### config.mk
export PLATFORM = sky130hd
export DESIGN_NAME = param_sync_fifo
export DESIGN_NICKNAME = d
export VERILOG_FILES = /design/src/rtl/fifo_cfg_pkg.sv /design/src/rtl/fifo_dpram.sv /design/src/rtl/param_sync_fifo.sv
export SDC_FILE = /design/constraint.sdc
export NUM_CORES = 1
export LEC_CHECK = 0
export BUFFER_PORTS_ARGS = -buffer_cell sky130_fd_sc_hd__buf_2
export CORE_AREA = 2 2 202 204
export DETAILED_ROUTE_END_ITERATION = 10
export DIE_AREA = 0 0 204 206
export GPL_TIMING_DRIVEN = 1
export PLACE_DENSITY = 0.8
export REMOVE_ABC_BUFFERS = 1
export SYNTH_ARGS = -nofsm -noshare
export SYNTH_HDL_FRONTEND = slang
export SYNTH_HIERARCHICAL = 1
export SYNTH_SLANG_ARGS = --single-unit
### constraint.sdc
create_clock -name clk -period 4.8 [get_ports clk]
set_input_delay 0.48 -clock clk [delete_from_list [all_inputs] [get_ports clk]]
set_output_delay 0.48 -clock clk [all_outputs]
set_load 0.005 [all_outputs]
### src/rtl/fifo_cfg_pkg.sv
// Shared configuration for param_sync_fifo: default sizes, pointer-width helper
// and the packed status-flag record used by the top level.
package fifo_cfg_pkg;

  localparam int DEF_WIDTH = 32;
  localparam int DEF_DEPTH = 16;

  // Pointers and the occupancy count need one bit beyond the address width.
  function automatic int ptr_w(input int depth);
    return $clog2(depth) + 1;
  endfunction

  typedef struct packed {
    logic full;
    logic empty;
    logic almost_full;
    logic almost_empty;
    logic overflow;
    logic underflow;
    logic parity_err;
  } fifo_status_t;

endpackage

### src/rtl/fifo_dpram.sv
// Simple dual-port RAM: one write port, one registered read port.
// The array itself is never reset; only the read register returns to zero.
module fifo_dpram #(
  parameter int DW = 32,
  parameter int AW = 4
) (
  input  logic          clk,
  input  logic          rst,
  input  logic          we,
  input  logic [AW-1:0] waddr,
  input  logic [DW-1:0] wdata,
  input  logic          re,
  input  logic [AW-1:0] raddr,
  output logic [DW-1:0] rdata
);

  localparam int ENTRIES = 1 << AW;

  logic [DW-1:0] mem [ENTRIES];

  always_ff @(posedge clk) begin
    if (we) mem[waddr] <= wdata;
  end

  // The read register holds its value between accepted reads.
  always_ff @(posedge clk or posedge rst) begin
    if (rst)     rdata <= '0;
    else if (re) rdata <= mem[raddr];
  end

endmodule

### src/rtl/param_sync_fifo.sv
// Parametrised single-clock FIFO with occupancy count, threshold flags and sticky
// error flags. Optional storage parity is enabled by defining FIFO_PARITY_EN.
module param_sync_fifo
  import fifo_cfg_pkg::*;
#(
  parameter int WIDTH     = DEF_WIDTH,
  parameter int DEPTH     = DEF_DEPTH,
  parameter int AF_THRESH = 12,
  parameter int AE_THRESH = 4
) (
  input  logic                      clk,
  input  logic                      rst,
  input  logic                      wr_en,
  input  logic [WIDTH-1:0]          wr_data,
  input  logic                      rd_en,
  output logic [WIDTH-1:0]          rd_data,
  output logic                      rd_valid,
  output logic                      full,
  output logic                      empty,
  output logic                      almost_full,
  output logic                      almost_empty,
  output logic [ptr_w(DEPTH)-1:0]   count,
  output logic                      overflow,
  output logic                      underflow,
  input  logic                      clr_err,
  output logic                      parity_err
);

  localparam int ADDR_W = $clog2(DEPTH);
  localparam int PW     = ptr_w(DEPTH);

  if (DEPTH < 4 || (DEPTH & (DEPTH - 1)) != 0) begin : g_bad_depth
    $error("param_sync_fifo: DEPTH must be a power of 2 and at least 4");
  end
  if (WIDTH < 1) begin : g_bad_width
    $error("param_sync_fifo: WIDTH must be at least 1");
  end
  if (AF_THRESH < 1 || AF_THRESH > DEPTH - 1) begin : g_bad_af
    $error("param_sync_fifo: AF_THRESH must lie in 1..DEPTH-1");
  end
  if (AE_THRESH < 0 || AE_THRESH > DEPTH - 2) begin : g_bad_ae
    $error("param_sync_fifo: AE_THRESH must lie in 0..DEPTH-2");
  end

`ifdef FIFO_PARITY_EN
  localparam int DW = WIDTH + 1;
`else
  localparam int DW = WIDTH;
`endif

  logic [PW-1:0] wptr, rptr;
  logic [PW-1:0] count_next;
  logic          wr_acc, rd_acc;
  logic [DW-1:0] mem_wdata, mem_rdata;
  logic          par_bad;
  fifo_status_t  st, st_next;

  // Acceptance uses the registered flags, so a full FIFO refuses a write even
  // when a read is accepted in the same cycle.
  assign wr_acc = wr_en & ~st.full;
  assign rd_acc = rd_en & ~st.empty;

`ifdef FIFO_PARITY_EN
  assign mem_wdata = {^wr_data, wr_data};
  assign par_bad   = rd_valid & (^mem_rdata);
`else
  assign mem_wdata = wr_data;
  assign par_bad   = 1'b0;
`endif

  fifo_dpram #(
    .DW (DW),
    .AW (ADDR_W)
  ) u_ram (
    .clk   (clk),
    .rst   (rst),
    .we    (wr_acc),
    .waddr (wptr[ADDR_W-1:0]),
    .wdata (mem_wdata),
    .re    (rd_acc),
    .raddr (rptr[ADDR_W-1:0]),
    .rdata (mem_rdata)
  );

  assign rd_data = mem_rdata[WIDTH-1:0];

  always_comb begin
    count_next = count;
    if (wr_acc && !rd_acc)      count_next = count + PW'(1);
    else if (rd_acc && !wr_acc) count_next = count - PW'(1);
  end

  // Flags are derived from the next count so they line up with the count register;
  // a new error in the same cycle as clr_err keeps the flag set.
  always_comb begin
    st_next              = st;
    st_next.full         = (count_next == PW'(DEPTH));
    st_next.empty        = (count_next == '0);
    st_next.almost_full  = (count_next >= PW'(AF_THRESH));
    st_next.almost_empty = (count_next <= PW'(AE_THRESH));
    st_next.overflow     = (wr_en & st.full)  | (st.overflow  & ~clr_err);
    st_next.underflow    = (rd_en & st.empty) | (st.underflow & ~clr_err);
    st_next.parity_err   = par_bad            | (st.parity_err & ~clr_err);
  end

  always_ff @(posedge clk or posedge rst) begin
    if (rst) begin
      wptr     <= '0;
      rptr     <= '0;
      count    <= '0;
      rd_valid <= 1'b0;
      st       <= '{full: 1'b0, empty: 1'b1, almost_full: 1'b0, almost_empty: 1'b1,
                    overflow: 1'b0, underflow: 1'b0, parity_err: 1'b0};
    end else begin
      if (wr_acc) wptr <= wptr + PW'(1);
      if (rd_acc) rptr <= rptr + PW'(1);
      count    <= count_next;
      rd_valid <= rd_acc;
      st       <= st_next;
    end
  end

  assign full         = st.full;
  assign empty        = st.empty;
  assign almost_full  = st.almost_full;
  assign almost_empty = st.almost_empty;
  assign overflow     = st.overflow;
  assign underflow    = st.underflow;
  // The mismatch is visible in the rd_valid cycle itself, then held by the register.
  assign parity_err   = st.parity_err | par_bad;

  // The wrap-bit pointer distance must always equal the occupancy count.
  ptr_count_consistent: assert property (@(posedge clk) disable iff (rst)
    (wptr - rptr) == count);

endmodule

==> impl_metrics.sql <==
INSERT INTO impl_metrics (metric_group, metric, value, unit) VALUES
('status', 'status', 'finished clean', ''),
('cts', 'clock_insertion_delay_worst_skew', '0.57', 'ns'),
('global_routing', 'antenna_violations_before_repair', '1', ''),
('layout', 'fin_cells', '1642', ''),
('layout', 'post_route_cells_drive_above_1_share', '33.1', '%'),
('setup_path', 'crit_chain', 'nand2b_2, inv_4, or3b_2, nor2_4, buf_4', ''),
('setup_path', 'critPathMaxFanout', '17', ''),
('layout', 'areaGrowthSynthToFinish', '12.1', '%'),
('timing', 'timing_max_transition_violations_final', '0', ''),
('yosys', 'synth-seq-area-share', '77.0', '%'),
('setup_path', 'end_kind', 'register', ''),
('setup_path', 'rr_startpoint', 'full', ''),
('routing', 'routed_via_density', '6.21', ''),
('hold_path', 'worst_hold_check_path_type', 'input port to async pin', ''),
('power_and_ir_drop', 'powerDensity', '593', 'nW/um2'),
('placed_design', 'dp_hpwl', '23700', 'um'),
('setup_path', 'crit_family', 'simple AND/OR/NAND/NOR gates', ''),
('placed_design', 'place_congestion', '0.743', ''),
('cts', 'cts_max_level', '2', ''),
('floorplanning', 'dieHeight', '206', 'um'),
('global_routing', 'first_global_vias', '10772', ''),
('layout', 'postLayoutCellArea', '24300', 'um2'),
('timing', 'finalCritPeriodShare', '58.9', '%'),
('yosys', 'synth_cell_type_count', '44', ''),
('floorplanning', 'core_area', '40200', 'um2'),
('setup_path', 'startpoint_type', 'register', ''),
('setup_path', 'setup.reg_to_reg.worst_slack', '1.97', 'ns'),
('timing', 'period_minus_slack', '2.83', 'ns'),
('yosys', 'synth_edf_count', '512', ''),
('timing', 'worst_slew_pin_tran', '1.31', 'ns'),
('routing', 'route.vias.total', '10196', ''),
('routing', 'drcViolationCount', '0', ''),
('setup_path', 'wp_data_arrival', '3.06', 'ns'),
('power_and_ir_drop', 'totalPowerFinal', '0.0144', 'W'),
('yosys', 'cell_types_occupying_the_most_area_after_synthesis', 'edfxtp_1 (71%), mux4_2 (13%), dfrtp_1 (5.9%)', ''),
('cts', 'numCtsBuffers', '52', ''),
('routing', 'detailedRoute.firstIterationViolations', '916', ''),
('power_and_ir_drop', 'cellLeakagePower', '7.92', 'nW'),
('yosys', 'netlist_area', '21700', 'um2'),
('global_routing', 'global_route_wire_length_before_repair', '67700', 'um'),
('cts', 'number_of_setup_buffers_added_after_cts', '0', ''),
('yosys', 'synth.avg_cell_area', '22.5', 'um2'),
('setup_path', 'worst-setup-path-type', 'register to register', ''),
('cts', 'tritoncts', 'built', ''),
('routing', 'drt_first_pass_iters', '5', ''),
('setup_path', 'rr_endpoint', 'u_ram/mem[3][17]', ''),
('global_routing', 'grt_max_degree', '73', ''),
('timing', 'final-setup-viol-count', '0', ''),
('timing', 'totalNegativeSetupSlack', '0', 'ns'),
('yosys', 'syn_inst', '963', ''),
('run', 'cap_viol_max_count', '0', ''),
('yosys', 'synthesis.yosys.warnings', '6', ''),
('routing', 'route.final.wire_length', '45400', 'um'),
('timing', 'timing.fmax', '354', 'MHz'),
('timing', 'setup_skew_after_layout', '0.0181', 'ns'),
('timing', 'hold_viol', '0', ''),
('setup_path', 'critical_path_buf_inv_count', '2', ''),
('setup_path', 'max_stage_delay', '0.63', 'ns'),
('layout', 'fin_nets', '1108', ''),
('placed_design', 'placed_area', '22700', 'um2'),
('cts', 'clkSinkCount', '565', ''),
('yosys', 'synth-seq-cells', '565', ''),
('floorplanning', 'initial_core_util', '54.0', '%'),
('floorplanning', 'dieArea', '42000', 'um2'),
('cts', 'clock_tree.buffer_depth', '3', ''),
('yosys', 'ys_async_sr_fraction', '9.38', '%'),
('placed_design', 'post_placement_cell_count', '1545', ''),
('floorplanning', 'chipWidth', '204', 'um'),
('yosys', 'netlist.area_leader.share', '70.9', '%'),
('floorplanning', 'placementRows', '74', ''),
('yosys', 'synth_flop_cell', 'edfxtp_1', '');
per-layer routing:
| layer | vias up | wire, um | global-route usage [%] |
|---|---|---|---|
| met5 | - | 0 | 0 |
| met4 | 0 | 1180 | 7.19 |
| met2 | 451 | 23300 | 37.8 |
| met1 | 5406 | 17400 | 29.6 |
| li1 | 4260 | - | - |
| met3 | 79 | 3470 | 3.67 |
flip-flops by register name (all words and copies together), names as in the netlist:
| name | flops |
|---|---|
| u_ram/rdata | 32 |
| rptr | 4 |
| rd_valid | 1 |
| almost_empty | 1 |
| wptr | 4 |
| u_ram/mem | 512 |
| count | 5 |
| full | 1 |
| parity_err | 1 |
| underflow | 1 |
| empty | 1 |
| overflow | 1 |
| almost_full | 1 |
cell type report:
| type | count | area [um2] |
|---|---|---|
| clock buffer | 70 | 1430 |
| multi-input combinational | 339 | 4660 |
| clock inverter | 25 | 221 |
| fill | 2704 | 15900 |
| tap | 532 | 666 |
| sequential | 565 | 16700 |
| antenna | 2 | 5.00 |
| inverter | 8 | 33.8 |
| timing repair buffer | 101 | 593 |
worst register-to-register path, stage by stage (launching register included):
cell and delay [ns]:
dfrtp_1 0.39, nand2b_2 0.27, inv_4 0.15, or3b_2 0.59, nor2_4 0.63, buf_4 0.45
per-stage QoR:
step / util [%] / hold WS [ns] / worst slack (ns)
CTS: 60.5 / 0.0631 / 1.97
finish: 60.5 / 0.0850 / 1.97
global placement: 56.4 / 0.484 / 2.00
global route: 60.5 / 0.0903 / 1.88
floorplan: - / 0.455 / -0.334
detailed placement: 56.4 / 0.502 / 1.92
logic make-up (layout without fill, tap and decap cells):
family                   after synthesis  count (layout)  share of synthesized area, %
multiplexers                         160             160                          14.8
AO/OA/AOI/OAI                         76              76                          3.58
flip-flops                           565             565                          77.0
other                                  0               2                             0
buffers and inverters                 59             204                          2.05
XOR/XNOR                              10              10                         0.490
adder cells (fa/ha/maj)                4               4                         0.231
AND/OR/NAND/NOR                       89              89                          1.90
worst max path at each step:
stage	end	startpoint	slack [ns]	cells after the start
global route	u_ram/mem[3][17]	full	1.88	5
CTS	u_ram/mem[3][17]	full	1.97	5
global placement	u_ram/mem[1][24]	wr_en	2.00	5
floorplan	u_ram/rdata[30]	rptr[2]	-0.33	3
finish	u_ram/mem[3][17]	full	1.97	5
detailed placement	u_ram/mem[3][17]	wr_en	1.92	6
cells in the mapped netlist, types with 2 or more instances:
cell / count
a221oi_1: 8
a221oi_2: 24
buf_12: 3
buf_2: 11
buf_4: 9
buf_6: 9
buf_8: 5
clkbuf_1: 14
dfrtp_1: 51
dfstp_2: 2
edfxtp_1: 512
ha_1: 4
inv_1: 6
mux2i_1: 32
mux4_2: 128
nand2_1: 14
nand2b_1: 4
nand3_1: 5
nand3b_1: 3
nand4_1: 2
nor2_1: 48
nor3_1: 4
o21ai_0: 6
o22ai_1: 23
o22ai_2: 10
xnor2_1: 7
xor2_1: 2
report_power, final:
group          internal [W]  switching, W
registers           0.00608      0.000576
logic               0.00179       0.00199
clock network       0.00230       0.00169
total                0.0102       0.00426
layout by cell type (no fill, tap or decap), types with 5 or more instances in the layout:
cell type | netlist | final
o22ai_2 | 10 | 10
dfrtp_1 | 51 | 48
mux2i_1 | 32 | 32
clkbuf_16 | 0 | 53
clkinv_2 | 0 | 8
nand3_1 | 5 | 5
nor2_4 | 0 | 12
buf_4 | 9 | 17
clkbuf_1 | 14 | 13
mux4_2 | 128 | 128
buf_2 | 11 | 81
nor2_1 | 48 | 36
nand2_1 | 14 | 14
xnor2_1 | 7 | 7
clkinv_1 | 1 | 11
o21ai_0 | 6 | 6
a221oi_2 | 24 | 24
inv_1 | 6 | 5
edfxtp_1 | 512 | 512
a221oi_1 | 8 | 8
o22ai_1 | 23 | 23
(Power assumes the default switching activity.)
